==> config.mk <==
export PLATFORM = sky130hd
export DESIGN_NAME = ofdm_s2p_sched
export DESIGN_NICKNAME = d
export VERILOG_FILES = /design/src/rtl/ofdm_s2p_sched.sv
export SDC_FILE = /design/constraint.sdc
export NUM_CORES = 1
export LEC_CHECK = 0
export CAP_MARGIN = 20
export CORE_MARGIN = 5
export CORE_UTILIZATION = 57
export CTS_BUF_LIST = sky130_fd_sc_hd__clkbuf_4 sky130_fd_sc_hd__clkbuf_8
export CTS_CLUSTER_SIZE = 14
export DETAILED_ROUTE_END_ITERATION = 6
export MAX_ROUTING_LAYER = met4
export PLACE_DENSITY = 0.82
export REMOVE_ABC_BUFFERS = 1
export SLEW_MARGIN = 40
export SYNTH_ARGS = -nofsm -noshare
export SYNTH_HDL_FRONTEND = slang
export SYNTH_SLANG_ARGS = --single-unit
==> constraint.sdc <==
create_clock -name clk -period 2.1 [get_ports clk]
set_clock_uncertainty 0.15 [all_clocks]
set_input_delay 0.21 -clock clk [delete_from_list [all_inputs] [get_ports clk]]
set_output_delay 0.21 -clock clk [all_outputs]
set_load 0.005 [all_outputs]
==> src/rtl/ofdm_s2p_sched.sv <==
// Serial-to-parallel symbol packer for the OFDM transmit path.
// Ping-pong banks let ingest continue while the IFFT stage drains the previous symbol.
module ofdm_s2p_sched #(
   parameter int unsigned BPS = 2,
   parameter int unsigned NSC = 8
) (
   input  logic               clk,
   input  logic               rst,
   input  logic               i_bit,
   input  logic               i_valid,
   input  logic               i_last,
   output logic               o_in_ready,
   output logic [BPS*NSC-1:0] o_sym,
   output logic               o_valid,
   output logic               o_last,
   output logic [15:0]        o_sym_cnt,
   input  logic               i_ready
);

   localparam int unsigned W  = BPS * NSC;
   localparam int unsigned IW = (W > 1) ? $clog2(W) : 1;

   localparam logic [1:0] StEmpty   = 2'd0;
   localparam logic [1:0] StFilling = 2'd1;
   localparam logic [1:0] StFull    = 2'd2;

   logic [W-1:0]  bank_q   [2];
   logic [W-1:0]  bank_d   [2];
   logic [1:0]    status_q [2];
   logic [1:0]    status_d [2];
   logic          last_q   [2];
   logic          last_d   [2];
   logic          wr_sel_q, wr_sel_d;
   logic          rd_sel_q, rd_sel_d;
   logic [IW-1:0] idx_q, idx_d;
   logic [15:0]   cnt_q, cnt_d;

   logic accept, release_rd, complete;

   assign o_in_ready = (status_q[wr_sel_q] != StFull);
   assign o_valid    = (status_q[rd_sel_q] == StFull);
   assign o_sym      = bank_q[rd_sel_q];
   assign o_last     = last_q[rd_sel_q];
   assign o_sym_cnt  = cnt_q;

   assign accept     = i_valid & o_in_ready;
   assign release_rd = o_valid & i_ready;
   assign complete   = (idx_q == IW'(W - 1)) | i_last;

   always_comb begin
      bank_d   = bank_q;
      status_d = status_q;
      last_d   = last_q;
      wr_sel_d = wr_sel_q;
      rd_sel_d = rd_sel_q;
      idx_d    = idx_q;
      cnt_d    = cnt_q;

      // Release and accept always target different banks: accept needs a non-FULL
      // write bank, release needs a FULL read bank.
      if (release_rd) begin
         bank_d[rd_sel_q]   = '0;
         status_d[rd_sel_q] = StEmpty;
         last_d[rd_sel_q]   = 1'b0;
         rd_sel_d           = ~rd_sel_q;
         cnt_d              = last_q[rd_sel_q] ? 16'd0 : cnt_q + 16'd1;
      end

      if (accept) begin
         bank_d[wr_sel_q][idx_q] = i_bit;
         if (complete) begin
            // Bits above idx_q were cleared on release, so an early i_last zero-pads.
            status_d[wr_sel_q] = StFull;
            last_d[wr_sel_q]   = i_last;
            idx_d              = '0;
            wr_sel_d           = ~wr_sel_q;
         end else begin
            status_d[wr_sel_q] = StFilling;
            idx_d              = idx_q + IW'(1);
         end
      end
   end

   always_ff @(posedge clk or posedge rst) begin
      if (rst) begin
         bank_q   <= '{default: '0};
         status_q <= '{default: StEmpty};
         last_q   <= '{default: 1'b0};
         wr_sel_q <= 1'b0;
         rd_sel_q <= 1'b0;
         idx_q    <= '0;
         cnt_q    <= '0;
      end else begin
         bank_q   <= bank_d;
         status_q <= status_d;
         last_q   <= last_d;
         wr_sel_q <= wr_sel_d;
         rd_sel_q <= rd_sel_d;
         idx_q    <= idx_d;
         cnt_q    <= cnt_d;
      end
   end

endmodule

-- Word level (Yosys, flattened, before mapping)
Index checks and enable logic that the tools add are counted.
- order comparisons: 6
- $add $sub $neg: 2
- eq/ne operators: 3
- reduce and logical (&&, ||, !) cells: 4
- multiplexer cells: 38
- bitwise gates (word level): 19
- operator list (cell ; number):
    $mux 16 ; 6
    $mux 32 ; 2
    $and 32x32->32 ; 1
    $bwmux 32 ; 1
    $demux 16 s1 ; 2
    $not 32->32 ; 1
    $mux 2 ; 11
    $add 16x1->16 const B ; 1
    $mux 4 ; 4
    $and 2x2->2 ; 3
    $mux 1 ; 6
    $not 2->2 ; 3
    $lt 4x5->1 const B ; 1
    $add 4x1->4 const B ; 1
    $and 4x4->4 ; 1
    $demux 1 s4 ; 1
    $demux 2 s1 ; 2
    $eq 4x4->1 const B ; 1
    $ge 2x2->1 const B ; 2
    $ge 4x1->1 const B ; 1
    $lt 2x1->1 const B ; 2
    $not 1->2 ; 2
    $not 4->4 ; 1
    $or 2x2->2 ; 2
    other kinds (9) ; 14
- output and inout port bits: 35
- input port bits: 6
- word-level logic and storage cells: 82
- bits in registers: 60

-- Longest topological paths before layout
- depth after elaboration: 11
- depth in mapped cells: 6
- mapped depth without buffers: 5

-- Least setup slack after synthesis
OpenSTA, ideal clock, no wires.
- kind: reg-to-reg
- from: reg rd_sel_q
- to: reg cnt_q[15] (netlist: o_sym_cnt[15])
- clock period less this slack: 1669 ps
- arrival time: 1418 ps
- stages on the path, launching flop included: 7
- required time: 1849 ps
- library setup time: 101 ps
- buffers on the path: 2
- slack: 431 ps
- path through: dfrtp_1 nand4bb_1 and2_1 buf_6 nand2b_4 buf_6 o311ai_2
- word-level cells in the longest chain between the ends: 6
- elaborated cells on any way between the ends: 10
- classes of those cells: eq/ne (1); mux (7); bitwise (2)
- ends and longest elaborated chain (element ; RTL line ; source):
    from (decl) ; 34 ; logic rd_sel_q, rd_sel_d;
    from (signal assigned) ; 98 ; rd_sel_q <= rd_sel_d;
    $not 1->2 (not written as such) (*) ; 41, 66 ;
    $mux 2 (not written as such) (3 in a row) ; 41 ; assign o_valid = (status_q[rd_sel_q] == StFull);
    $eq 2x2->1 ; 41 ;
    $and 1x1->1 ; 47 ; assign release_rd = o_valid & i_ready;
    to (signal assigned) ; 100 ; cnt_q <= cnt_d;
    to (decl) ; 36 ; logic [15:0] cnt_q, cnt_d;
Mark *: on every way between the ends. The rest lies on a longest branch, timed or not. The select of a mux whose other input is x is not followed.
A chain may end at the register's enable or synchronous reset.

-- Worst setup path after layout
- from: reg rd_sel_q
- to: out o_sym[1]
- word-level cells in the longest chain between the ends: 4
- ends and longest elaborated chain (element ; RTL line ; source):
    $not 1->2 (not written as such) ; 42 ; assign o_sym = bank_q[rd_sel_q];
    $mux 16 (not written as such) (3 in a row) ; 42 ;
    to (decl) ; 13 ; output logic [BPS*NSC-1:0] o_sym,
Every way passes these cells. The select of a mux whose other input is x is not followed.

==> reports/results.txt <==
outcome: completed
Routed WL per cell: 16.4 um
nets: 389
ys async rst share: 100%
Worst Slack Setup Final: 0.0422 ns
core area: 0.00551 mm^2
R2R cell count: 6
CP Buf/Inv Count: 2
Post-DP Area: 0.00378 mm^2
GRT Residual Overflow: 0
design area: 0.00399 mm^2
cts bufs inserted: 9
Die Wd: 85.3 um
clk buf depth: 2
Max IR drop VDD: 0.701 mV
Synth Area per Inst: 9.76 um^2
cell area power density: 1050 mW/mm^2
crit path time final: 2.06 ns
Yosys warnings: 0
first-pass GRT wire length: 13.1 mm
vias: 2648
Gate Count Post-Synth: 331
worst-margin pin slew: 0.549 ns
Die Y: 85.3 um
I/O Pins: 41
Initial Utilization: 58.7%
Hold Vio Cnt, Final: 0
initial antenna violation count: 0
die footprint: 0.00728 mm^2
RSZ-0062 raised after global routing: true
Clk Latency, worst-skew pair: 0.33 ns
FF-to-FF Start: rd_sel_q
CTS tree: done
max-cap viol count: 0
number of flops mapped to enable cells by yosys: 0
vias in the first global route: 2765
Slew HR: 63.3%
number of synthesized register bits: 60
clock sinks: 60
First-pass DRT Iterations: 5
post-synthesis sequential area ratio: 46.5%
Syn Std Cell Area: 0.00323 mm^2
Hold/Removal Path Class: input pin to async pin
Primary FF master, synth: dfrtp_1
GP Congestion: 0.812
diode count: 0
P&R area growth vs syn: 23.5%
CTS root buf: clkbuf_8
Largest delay share family, worst path: buffers and inverters
H-tree Lvls: 3
vias per cell: 5.82
post-route ant nets: 0
drt drc: 0
# port buffers: 40
Peak Freq: 0.486 GHz
RR Endpoint: o_sym_cnt[10]
Total GRT Usage: 22.9%
Worst Path Arrival: 1.70 ns
Yosys cell types: 42
share of cells above drive strength 1: 16.7%
Final setup violation count: 0
CP cell instances: buf_6, mux2_2, clkdlybuf4s50_1
Total Routed Length: 7.45 mm
type of origin of the critical path: flop
max incr delay on CP: 0.44 ns
Final Non-Filler Cells: 455
Post-CTS Setup Bufs: 0
critical path capture point type: primary output
worst slack at placement: 0.230 ns
Slowest-stage cell, CP: clkdlybuf4s50_1
crit-path max FO: 9
Detail Placement HPWL: 5.04 mm
num rows: 27
Reg2Reg Setup Slack: 0.27 ns
fin crit share: 98.0%
Critical Path RT: 1.74 ns
Placed Cells: 438
largest net degree at the start of global routing: 61
First DRT Iteration DRCs: 220
CTS clk-pin slew, worst paths: 0.06 ns
Pleak: 1.94 nW
Setup CP Type: flop to primary output
max-slew violation count: 0
## kinds of logic (layout without fill, tap and decap cells)
logic type / count (synthesis) / after routing / share of synthesized area, %
AOI/OAI and AO/OA: 55 / 55 / 11.2
adders and majority gates: 5 / 5 / 1.94
buffers and inverters: 32 / 84 / 4.57
DFF: 60 / 60 / 46.5
muxes: 50 / 50 / 16.5
and+or+nand+nor: 129 / 129 / 19.3
## what timing repair did
action,4_1_cts,5_1_grt
gates resized for setup,0,8
hold buffers,0,0
endpoints found under the setup margin,0,16
## state kept, by name, indices dropped and copies added, names as in the netlist
name       count
wr_sel_q       1
bank_q        32
rd_sel_q       1
idx_q          4
o_sym_cnt     16
last_q         2
status_q       4
## final cells by class
class | count | area (um^2)
multi-input cells | 239 | 1590
fillers | 405 | 1510
flip-flops and latches | 60 | 1500
repair buffers | 61 | 596
clock buffers | 15 | 188
well taps | 72 | 90.1
inverters | 7 | 26.3
clock inverters | 1 | 5.00
## Yosys cell counts, types with 2 or more instances
library cell / count / area [um^2]
nand4_1: 3 / 18.8
mux2_2: 17 / 191
nand2b_1: 2 / 12.5
clkbuf_1: 11 / 41.3
o31ai_1: 8 / 60.1
and3_1: 4 / 25.0
buf_1: 2 / 7.51
a21oi_1: 5 / 25.0
buf_2: 10 / 50.1
o211ai_1: 2 / 15.0
nor2b_1: 4 / 25.0
dfrtp_1: 60 / 1500
and2_1: 4 / 25.0
mux2i_1: 32 / 320
o21ai_0: 22 / 110
nor2_1: 6 / 22.5
nand3_1: 35 / 175
inv_1: 7 / 26.3
a32o_1: 2 / 20.0
a31oi_1: 6 / 37.5
buf_6: 2 / 22.5
and4_1: 3 / 26.3
ha_1: 5 / 62.6
nand2_1: 61 / 229
## placed cells by master, fill, tap and decap left out, types with 2 or more instances in the layout
cell type and instances:
a31oi_1 6, buf_12 2, a21oi_1 5, mux2i_1 32, clkdlybuf4s50_1 38, o211ai_1 2, buf_4 17, o21ai_0 22
buf_6 2, ha_1 5, and2_1 4, nand2_1 61, nand3_1 35, o31ai_1 8, clkbuf_8 12, and3_1 4
and4_1 3, nor2_1 6, inv_1 6, a32o_1 2, nand2b_1 2, dfrtp_1 59, clkbuf_4 3, nand4_1 3
dlymetal6s2s_1 2, mux2_2 17, nor2b_1 3
## worst reg2reg max path: stages (launching register included)
cell and delay (ns):
dfrtp_2 0.42, buf_4 0.17, mux2i_4 0.22, inv_1 0.10, a21oi_1 0.24, nand3_1 0.19
o31ai_1 0.26
## power by group
group          total (mW)  switching, mW  internal [mW]
Clock               0.985          0.421          0.564
Combinational        1.63          0.831          0.801
Sequential           1.58          0.206           1.37
Total                4.20           1.46           2.74
## how the worst max path moves through the flow
| stage | from | depth (start not counted) | slack [ns] | to |
|---|---|---|---|---|
| 6_report | rd_sel_q | 3 | 0.04 | o_sym[1] |
| 5_1_grt | rd_sel_q | 3 | -0.007 | o_sym[1] |
| 4_1_cts | rd_sel_q | 3 | 0.009 | o_sym[11] |
| 3_5_place_dp | i_ready | 5 | 0.23 | o_sym_cnt[10] |
| 3_3_place_gp | i_ready | 5 | 0.29 | o_sym_cnt[12] |
| 2_1_floorplan | rd_sel_q | 4 | -0.47 | o_sym_cnt[15] |
## stage by stage
step,power (mW),TNS (ns),hold WS [ns],utilization (%)
3_5_place_dp,3.18,0,0.360,68.6
5_1_grt,4.47,-0.0153,0.122,72.5
6_report,4.20,0,0.0961,72.5
3_3_place_gp,3.13,0,0.347,68.6
2_1_floorplan,2.45,-5.82,0.156,-
4_1_cts,4.17,0,0.118,72.1
## routing by layer
metal | vias to the layer above | GRT usage (%) | wire (um)
met2 | 79 | 35.7 | 3710
li1 | 1275 | - | -
met4 | 0 | 9.06 | 117
met5 | - | - | 0
met3 | 14 | 3.88 | 288
met1 | 1280 | 29.6 | 3340
(Power assumes the default switching activity.)
